===== src/rtl/alarm_led_sequencer.sv =====
// Shares the alarm LED between the breathing alarm pattern and the countdown-timer blink,
// with snooze, alarm auto-timeout and a sticky missed-alarm flag.
module alarm_led_sequencer #(
  parameter int TICK_CYCLES   = 50_000_000,
  parameter int ALARM_TIMEOUT = 60,
  parameter int SNOOZE_TICKS  = 300,
  parameter int BLINK_TICKS   = 10,
  parameter int MAX_SNOOZE    = 3
) (
  input  logic       clk,
  input  logic       rst_n,
  input  logic       alarm_trig,
  input  logic       timer_done,
  input  logic       stop_btn,
  input  logic       snooze_btn,
  input  logic       breath_pwm,
  output logic       breath_en,
  output logic       breath_rst_n,
  output logic       led_out,
  output logic       missed,
  output logic [1:0] state
);

  typedef enum logic [1:0] {
    S_IDLE   = 2'b00,
    S_ALARM  = 2'b01,
    S_SNOOZE = 2'b10,
    S_BLINK  = 2'b11
  } state_t;

  localparam int CW   = (TICK_CYCLES > 1) ? $clog2(TICK_CYCLES) : 1;
  localparam int TMAX = (ALARM_TIMEOUT > SNOOZE_TICKS)
                        ? ((ALARM_TIMEOUT > BLINK_TICKS) ? ALARM_TIMEOUT : BLINK_TICKS)
                        : ((SNOOZE_TICKS > BLINK_TICKS) ? SNOOZE_TICKS : BLINK_TICKS);
  localparam int TW   = $clog2(TMAX + 1);
  localparam int SW   = $clog2(MAX_SNOOZE + 1);

  state_t          cur, nxt;
  logic [CW-1:0]   cyc_cnt;
  logic [TW-1:0]   tick_cnt;
  logic [SW-1:0]   snooze_cnt;
  logic            pend_timer;

  logic            tick;
  logic            restart;
  logic            blink_restart;
  logic            snooze_inc, snooze_clr;
  logic            pend_set, pend_clr;
  logic            missed_set, missed_clr;
  logic            pend_any;
  state_t          exit_state;

  assign state      = cur;
  assign tick       = (cyc_cnt == CW'(TICK_CYCLES - 1));
  // A timer pulse arriving in the same cycle as the exit still counts as pending.
  assign pend_any   = pend_timer | timer_done;
  assign exit_state = pend_any ? S_BLINK : S_IDLE;
  assign restart    = (nxt != cur) || blink_restart;

  always_comb begin
    nxt           = cur;
    blink_restart = 1'b0;
    snooze_inc    = 1'b0;
    snooze_clr    = 1'b0;
    pend_set      = 1'b0;
    pend_clr      = 1'b0;
    missed_set    = 1'b0;
    missed_clr    = stop_btn;
    unique case (cur)
      S_IDLE: begin
        if (alarm_trig) begin
          nxt        = S_ALARM;
          snooze_clr = 1'b1;
          missed_clr = 1'b1;
          pend_set   = timer_done;
        end else if (timer_done) begin
          nxt = S_BLINK;
        end
      end
      S_ALARM: begin
        pend_set = timer_done;
        if (stop_btn) begin
          nxt      = exit_state;
          pend_clr = pend_any;
        end else if (snooze_btn && (snooze_cnt < SW'(MAX_SNOOZE))) begin
          nxt        = S_SNOOZE;
          snooze_inc = 1'b1;
        end else if (tick && (tick_cnt == TW'(ALARM_TIMEOUT - 1))) begin
          nxt        = exit_state;
          pend_clr   = pend_any;
          missed_set = 1'b1;
        end
      end
      S_SNOOZE: begin
        pend_set = timer_done;
        if (stop_btn) begin
          nxt      = exit_state;
          pend_clr = pend_any;
        end else if (tick && (tick_cnt == TW'(SNOOZE_TICKS - 1))) begin
          nxt = S_ALARM;
        end
      end
      S_BLINK: begin
        if (alarm_trig) begin
          nxt        = S_ALARM;
          snooze_clr = 1'b1;
          pend_set   = timer_done;
        end else if (stop_btn) begin
          nxt = S_IDLE;
        end else if (timer_done) begin
          blink_restart = 1'b1;
        end else if (tick && (tick_cnt == TW'(BLINK_TICKS - 1))) begin
          nxt = S_IDLE;
        end
      end
      default: nxt = S_IDLE;
    endcase
  end

  always_ff @(posedge clk or negedge rst_n) begin
    if (!rst_n) begin
      cur          <= S_IDLE;
      cyc_cnt      <= '0;
      tick_cnt     <= '0;
      snooze_cnt   <= '0;
      pend_timer   <= 1'b0;
      missed       <= 1'b0;
      led_out      <= 1'b0;
      breath_en    <= 1'b0;
      breath_rst_n <= 1'b1;
    end else begin
      cur <= nxt;

      if (restart || (nxt == S_IDLE)) begin
        cyc_cnt  <= '0;
        tick_cnt <= '0;
      end else if (tick) begin
        cyc_cnt  <= '0;
        tick_cnt <= tick_cnt + TW'(1);
      end else begin
        cyc_cnt <= cyc_cnt + CW'(1);
      end

      if (snooze_clr)      snooze_cnt <= '0;
      else if (snooze_inc) snooze_cnt <= snooze_cnt + SW'(1);

      if (pend_clr)      pend_timer <= 1'b0;
      else if (pend_set) pend_timer <= 1'b1;

      if (missed_clr)      missed <= 1'b0;
      else if (missed_set) missed <= 1'b1;

      // Outputs follow the state being entered so they line up with the new state.
      breath_en    <= (nxt == S_ALARM);
      breath_rst_n <= !((nxt == S_ALARM) && (cur != S_ALARM));
      unique case (nxt)
        S_ALARM: led_out <= breath_pwm;
        S_BLINK: led_out <= restart ? 1'b1 : (tick ? ~led_out : led_out);
        default: led_out <= 1'b0;
      endcase
    end
  end

endmodule

===== config.mk =====
export PLATFORM = sky130hd
export DESIGN_NAME = alarm_led_sequencer
export DESIGN_NICKNAME = d
export VERILOG_FILES = /design/src/rtl/alarm_led_sequencer.sv
export SDC_FILE = /design/constraint.sdc
export NUM_CORES = 1
export LEC_CHECK = 0
export CAP_MARGIN = 20
export CELL_PAD_IN_SITES_DETAIL_PLACEMENT = 0
export CELL_PAD_IN_SITES_GLOBAL_PLACEMENT = 1
export CORE_ASPECT_RATIO = 1.25
export CORE_MARGIN = 1.5
export CORE_UTILIZATION = 45
export CTS_CLUSTER_SIZE = 16
export DETAILED_ROUTE_END_ITERATION = 12
export PLACE_DENSITY_LB_ADDON = 0.05
export SYNTH_ARGS = -nofsm -noshare
export SYNTH_HDL_FRONTEND = slang
export SYNTH_SLANG_ARGS = --single-unit

===== constraint.sdc =====
create_clock -name clk -period 3.45 [get_ports clk]
set_clock_uncertainty 0.15 [all_clocks]
set_input_delay 0.69 -clock clk [delete_from_list [all_inputs] [get_ports clk]]
set_output_delay 0.69 -clock clk [all_outputs]
set_load 0.1 [all_outputs]

Yosys cells after proc, flatten, opt, wreduce, memory -nomap -nowiden
Index checks and enable logic that the tools add are counted.

word-level totals
  register bits = 44
  bits of input ports = 7
  output and inout bits = 6
  logic and storage cells = 91

cells by class
  add/subtract/negate cells = 3
  magnitude comparators = 1
  eq/ne operators = 12
  mux-type cells = 48
  bitwise operators = 2
  reduce and logical (&&, ||, !) cells = 16

operators by type and width
  kind                     number
  $mux W26                 2
  $mux W2                  14
  $add A26 B1 Y26 const B  1
  $eq A26 B26 Y1 const B   1
  $mux W1                  26
  $mux W9                  2
  $add A9 B1 Y9 const B    1
  $eq A9 B4 Y1 const B     1
  $eq A9 B6 Y1 const B     1
  $eq A9 B9 Y1 const B     1
  $pmux W2 S4              1
  $reduce_bool A2 Y1       4
  $eq A2 B2 Y1 const B     3
  $pmux W1 S2              3
  $logic_and A1 B1 Y1      5
  $eq A2 B1 Y1 const B     2
  $logic_not A2 Y1         2
  $reduce_or A2 Y1         2
  $ne A3 B3 Y1 const B     1
  $add A2 B1 Y2 const B    1
  $logic_or A1 B1 Y1       2
  $lt A2 B2 Y1 const B     1
  $ne A2 B1 Y1 const B     1
  $ne A2 B2 Y1             1
  3 further kinds          3

Logic depth before layout (Yosys ltp)
  depth in word-level cells = 11
  mapped depth = 10
  gate-level depth less buffers = 9

Least setup slack after synthesis
Ideal clock, no wire load.

  path type = register to register
  start point = reg cur[0], in the netlist state[0]
  end point = reg cyc_cnt[23]
  setup time = 0.101 ns
  arrival time = 2.941 ns
  required time = 3.199 ns
  slack = 0.258 ns
  stages on the path, launching flop included = 10
  path buffers = 1
  clock period less this slack = 3.192 ns
  path through = dfrtp_1 > ha_1 > nor3b_1 > a21oi_1 > o21a_1 > o211a_1 > a2111oi_4 > nand2_2 > buf_6 > nor4_1

on the way
  longest elaborated chain between the ends = 9
  elaborated cells between the ends (all ways) = 22
  classes of those cells = 4 x eq/ne; 14 x mux; 4 x reduce/logical

ends and longest elaborated chain
  what                    line  RTL
  from (decl)             38    state_t cur, nxt;
  from (signal assigned)  132   cur <= nxt;
  $mux W2                 112   end else if (tick && (tick_cnt == TW'(BLINK_TICKS - 1))) begin
  $mux W2                 110   end else if (timer_done) begin
  $mux W2                 108   end else if (stop_btn) begin
  $mux W2                 104   if (alarm_trig) begin
  $pmux W2 S4             69    unique case (cur)
  $ne A2 B2 Y1            58    assign restart = (nxt != cur) || blink_restart;
  $logic_or A1 B1 Y1      58
  $logic_or A1 B1 Y1 *    134   if (restart || (nxt == S_IDLE)) begin
  $mux W26 *              134
  to (signal assigned)    141   cyc_cnt <= cyc_cnt + CW'(1);
  to (decl)               39    logic [CW-1:0] cyc_cnt;

Mark *: on every way between the ends. The rest lies on a longest branch, timed or not.
A chain may end at the register's enable or synchronous reset.

Final worst setup path
  start point = in stop_btn
  end point = reg cyc_cnt[14]

on the way
  longest elaborated chain between the ends = 7
  elaborated cells between the ends (all ways) = 13
  classes of those cells = 1 x eq/ne; 9 x mux; 3 x reduce/logical

ends and longest elaborated chain
  what                  line  RTL
  from (decl)           14    input logic stop_btn,
  $mux W2               108
  $mux W2               104
  $pmux W2 S4           69
  $ne A2 B2 Y1          58
  $logic_or A1 B1 Y1    58
  $logic_or A1 B1 Y1 *  134
  $mux W26 *            134

Marked as above.

==> results by group <==
Run status
  • Outcome: completed

Worst setup path
  • Critical Path RT: 3.49 ns
  • Slowest-stage cell, CP: clkdlybuf4s50_1
  • Worst Path Max Fanout: 14
  • Crit path top cell by count: buf_4
  • Crit end category: flop
  • CP Buf/Inv Count: 3
  • Critical path arrival: 3.26 ns
  • Setup CP Type: in -> reg
  • Top delay family on crit path: simple AND/OR/NAND/NOR gates
  • Worst-path cell chain: clkdlybuf4s50_1, nor3b_1, o211ai_1, and3_1, buf_4, o211a_1, a2111oi_4, nand2_2, buf_4, nor4_1
  • Critical path's largest stage delay: 0.47 ns
  • Setup crit start kind: primary input

Pwr
  • Internal: 0.00123 W
  • Worst VDD drop: 0.330 mV
  • Clk pwr share: 17.2%
  • Pwr dens: 744 mW/mm^2
  • Sequential Power Share: 26.1%
  • Sw Ratio: 47.1%
  • Logic pwr share: 56.7%
  • P_sw: 0.00110 W
  • Leak Pwr: 1.25 nW

Placed design
  • DP Cell Count: 382
  • Detailed Place HPWL: 4.81 mm
  • Routability cong.: 0.878
  • Placed cell area: 0.00301 mm^2
  • Port Buffers: 12

Timing
  • RSZ-0062 raised after global routing: false
  • Fin crit share: 93.1%
  • Final setup violation count: 0
  • Fmax: 0.311 GHz
  • Final Max Tran Viols: 0
  • Slew margin rel.: 66.9%
  • Final Hold Viols: 0
  • Fin crit period: 3.21 ns
  • Measured slew at the worst slew-check pin: 0.492 ns

Clock network
  • # Post-CTS Setup Buffers: 0
  • Cts hold-fix bufs: 0
  • Clock sinks: 44
  • Num CTS Buffers: 5
  • Clock Path Buffers: 2
  • CTS tree: yes
  • Root buffer cell: clkbuf_8
  • Clk slew on worst S/H paths: 0.09 ns
  • Latest clock arrival within the worst-skew pair: 0.30 ns
  • Post-CTS sizing: 0
  • H-tree levels: 2

Die
  • Die area: 0.00660 mm^2
  • Std-Cell Rows: 31
  • Starting Density: 47.0%
  • Die W: 73.0 um
  • # IOs: 13
  • Die Y: 90.5 um
  • CORE AREA: 0.00586 mm^2

Drt
  • Vias: 2,249
  • WL/cell: 16.5 um
  • DRC Markers: 0
  • TritonRoute pass-1 iters: 4
  • Routed WL: 6.44 mm
  • Via density: 5.75
  • Drt initial violations: 122
  • Routed Antenna Nets: 0

Layout
  • Register Area: 0.00110 mm^2
  • Post-route cell area: 0.00314 mm^2
  • Fill cell count: 541
  • Ant diodes: 0
  • Nets: 324
  • Layout cells sized above 1: 15.2%
  • P&R area growth vs syn: 13.9%
  • Finished Layout Cells: 391
  • Area of the multi-input gates: 0.00154 mm^2

Hold path
  • Worst min path class: in -> async

Global routing
  • First-pass GRT wire length: 11.1 mm
  • Vias in the first global route: 2,288
  • Largest net degree at the start of global routing: 45
  • Initial antenna violation count: 0
  • Global Route Usage Sum: 21.6%
  • Aggregate global routing overflow: 0

Yosys
  • Seq cells post-synth: 44
  • Synth warn: 0
  • Syn Nets: 299
  • Synth Area per Inst: 9.74 um^2
  • Post-synth EDFFs: 0
  • Async set-reset flop share out of synthesis: 100%
  • Sequential cell area fraction in the yosys report: 40.0%
  • Mapped cell area: 0.00276 mm^2
  • Main flop type after synthesis: dfrtp_1
  • Synth cell types: 59
  • Post-Synthesis Cells: 283

Flow run
  • Number of maximum-capacitance violations: 0
-- cells in the final DEF, fill, tap and decap left out, types with 2 or more instances in the layout --
master | netlist | routed
clkbuf_8 | 0 | 5
and4_1 | 4 | 4
nand3_1 | 13 | 13
nor4b_1 | 3 | 3
and2_1 | 5 | 5
xor2_1 | 17 | 17
inv_1 | 6 | 6
nand2b_1 | 5 | 5
nand2_1 | 15 | 15
nor2b_1 | 3 | 3
nand4_1 | 10 | 10
nor2_1 | 23 | 23
nor4_1 | 15 | 15
and3_1 | 10 | 10
ha_1 | 9 | 9
o21ai_0 | 3 | 3
dfrtp_1 | 43 | 43
nor3_1 | 23 | 23
nor4bb_1 | 2 | 2
xnor2_1 | 17 | 17
o21a_1 | 3 | 3
buf_4 | 0 | 24
a211oi_1 | 3 | 3
clkdlybuf4s50_1 | 0 | 5
or4bb_1 | 2 | 2
or4b_1 | 2 | 2
or2_2 | 2 | 2
-- flip-flops by register name, summed over array words and instances, names as in the netlist --
| name | cells |
|---|---|
| cyc_cnt | 26 |
| tick_cnt | 9 |
| snooze_cnt | 2 |
| state | 2 |
| breath_en | 1 |
| breath_rst_n | 1 |
| led_out | 1 |
| missed | 1 |
| pend_timer | 1 |
-- worst paths after layout --
check,from,endpoint,slack (ns),cells after the start
min,rst_n,missed,0.07,1
max in group asynchronous,rst_n,breath_rst_n,2.56,2
min reg2reg,cyc_cnt[0],cyc_cnt[0],0.38,1
min in group clk,cyc_cnt[0],cyc_cnt[0],0.38,1
max reg2reg,cyc_cnt[16],cyc_cnt[14],0.33,8
max,stop_btn,cyc_cnt[14],0.24,10
-- synthesized netlist by cell type (all sizes together), types with 2 or more instances --
cell      n  area [um^2]
xor2     17          149
nor2b     3         18.8
o211ai    2         28.8
a2111oi   2         37.5
ha        9          113
nor3     23          115
nand2    16         62.6
nand2b    5         31.3
and2      5         31.3
nand4    10         62.6
xnor2    17          149
dfrtp    43         1080
or3       2         17.5
or2       2         12.5
or4bb     2         22.5
inv       6         22.5
o21a      3         22.5
o21ai     4         20.0
and3     10         62.6
nor4     17          128
nor4b     3         26.3
buf       6         61.3
nor4bb    2         20.0
nor2     23         86.3
nand3    13         65.1
or4b      3         30.0
clkbuf    7         26.3
and4      4         35.0
a211oi    3         22.5
-- final cells by class --
cell class / count / area share, %
flip-flops and latches: 44 / 35.1
well taps: 82 / 3.27
clock buffers: 5 / 2.19
clock inverters: 3 / 1.36
repair buffers: 31 / 8.14
multi-input cells: 220 / 49.2
inverters: 6 / 0.718
-- logic make-up (layout without fill, tap and decap cells) --
logic type	count (synthesis)	in the layout	share of synthesized area, %
AOI/OAI and AO/OA	29	29	9.45
xor gates and xnor gates	34	34	10.8
adders and majority gates	9	9	4.09
buffers and inverters	19	45	4.00
DFF	44	44	40.0
muxes	1	1	0.363
and+or+nand+nor	147	147	31.3
-- metal layers --
layer	wire length [um]	part of all wire [%]	vias up	track usage, %
met5	0	0	-	0
met4	170	2.6	0	8.49
met3	118	1.8	14	3.01
met2	3380	52	33	36.9
met1	2780	43	1106	26.8
li1	-	-	1096	-
-- power groups by stage --
stage | registers, W | logic (W) | clock network [W]
2_1_floorplan | 0.000804 | 0.000811 | 0
3_3_place_gp | 0.000618 | 0.00131 | 0
3_5_place_dp | 0.000620 | 0.00133 | 0
4_1_cts | 0.000610 | 0.00133 | 0.000413
5_1_grt | 0.000617 | 0.00143 | 0.000433
6_report | 0.000609 | 0.00132 | 0.000401
-- per-stage QoR --
step	setup TNS (ns)	power (W)	util [%]	setup slack, ns	hold WS, ns
3_3_place_gp	-0.0114	0.00193	51.3	-0.0104	0.359
4_1_cts	0	0.00235	53.2	0.221	0.383
6_report	0	0.00233	53.6	0.237	0.0732
3_5_place_dp	-0.311	0.00195	51.3	-0.0769	0.371
2_1_floorplan	0	0.00161	-	0.258	0.244
5_1_grt	0	0.00248	53.6	0.0163	0.0713
-- worst register-to-register path, cell delays in order, from the launching register on --
cell	delay (ns)
dfrtp_1	0.47
or4b_1	0.54
nor4_2	0.39
and3_1	0.30
o21ai_1	0.16
a2111oi_4	0.36
nand2_2	0.13
buf_4	0.21
nor4_1	0.31
Note: power is estimated with default switching activity, not from simulation.
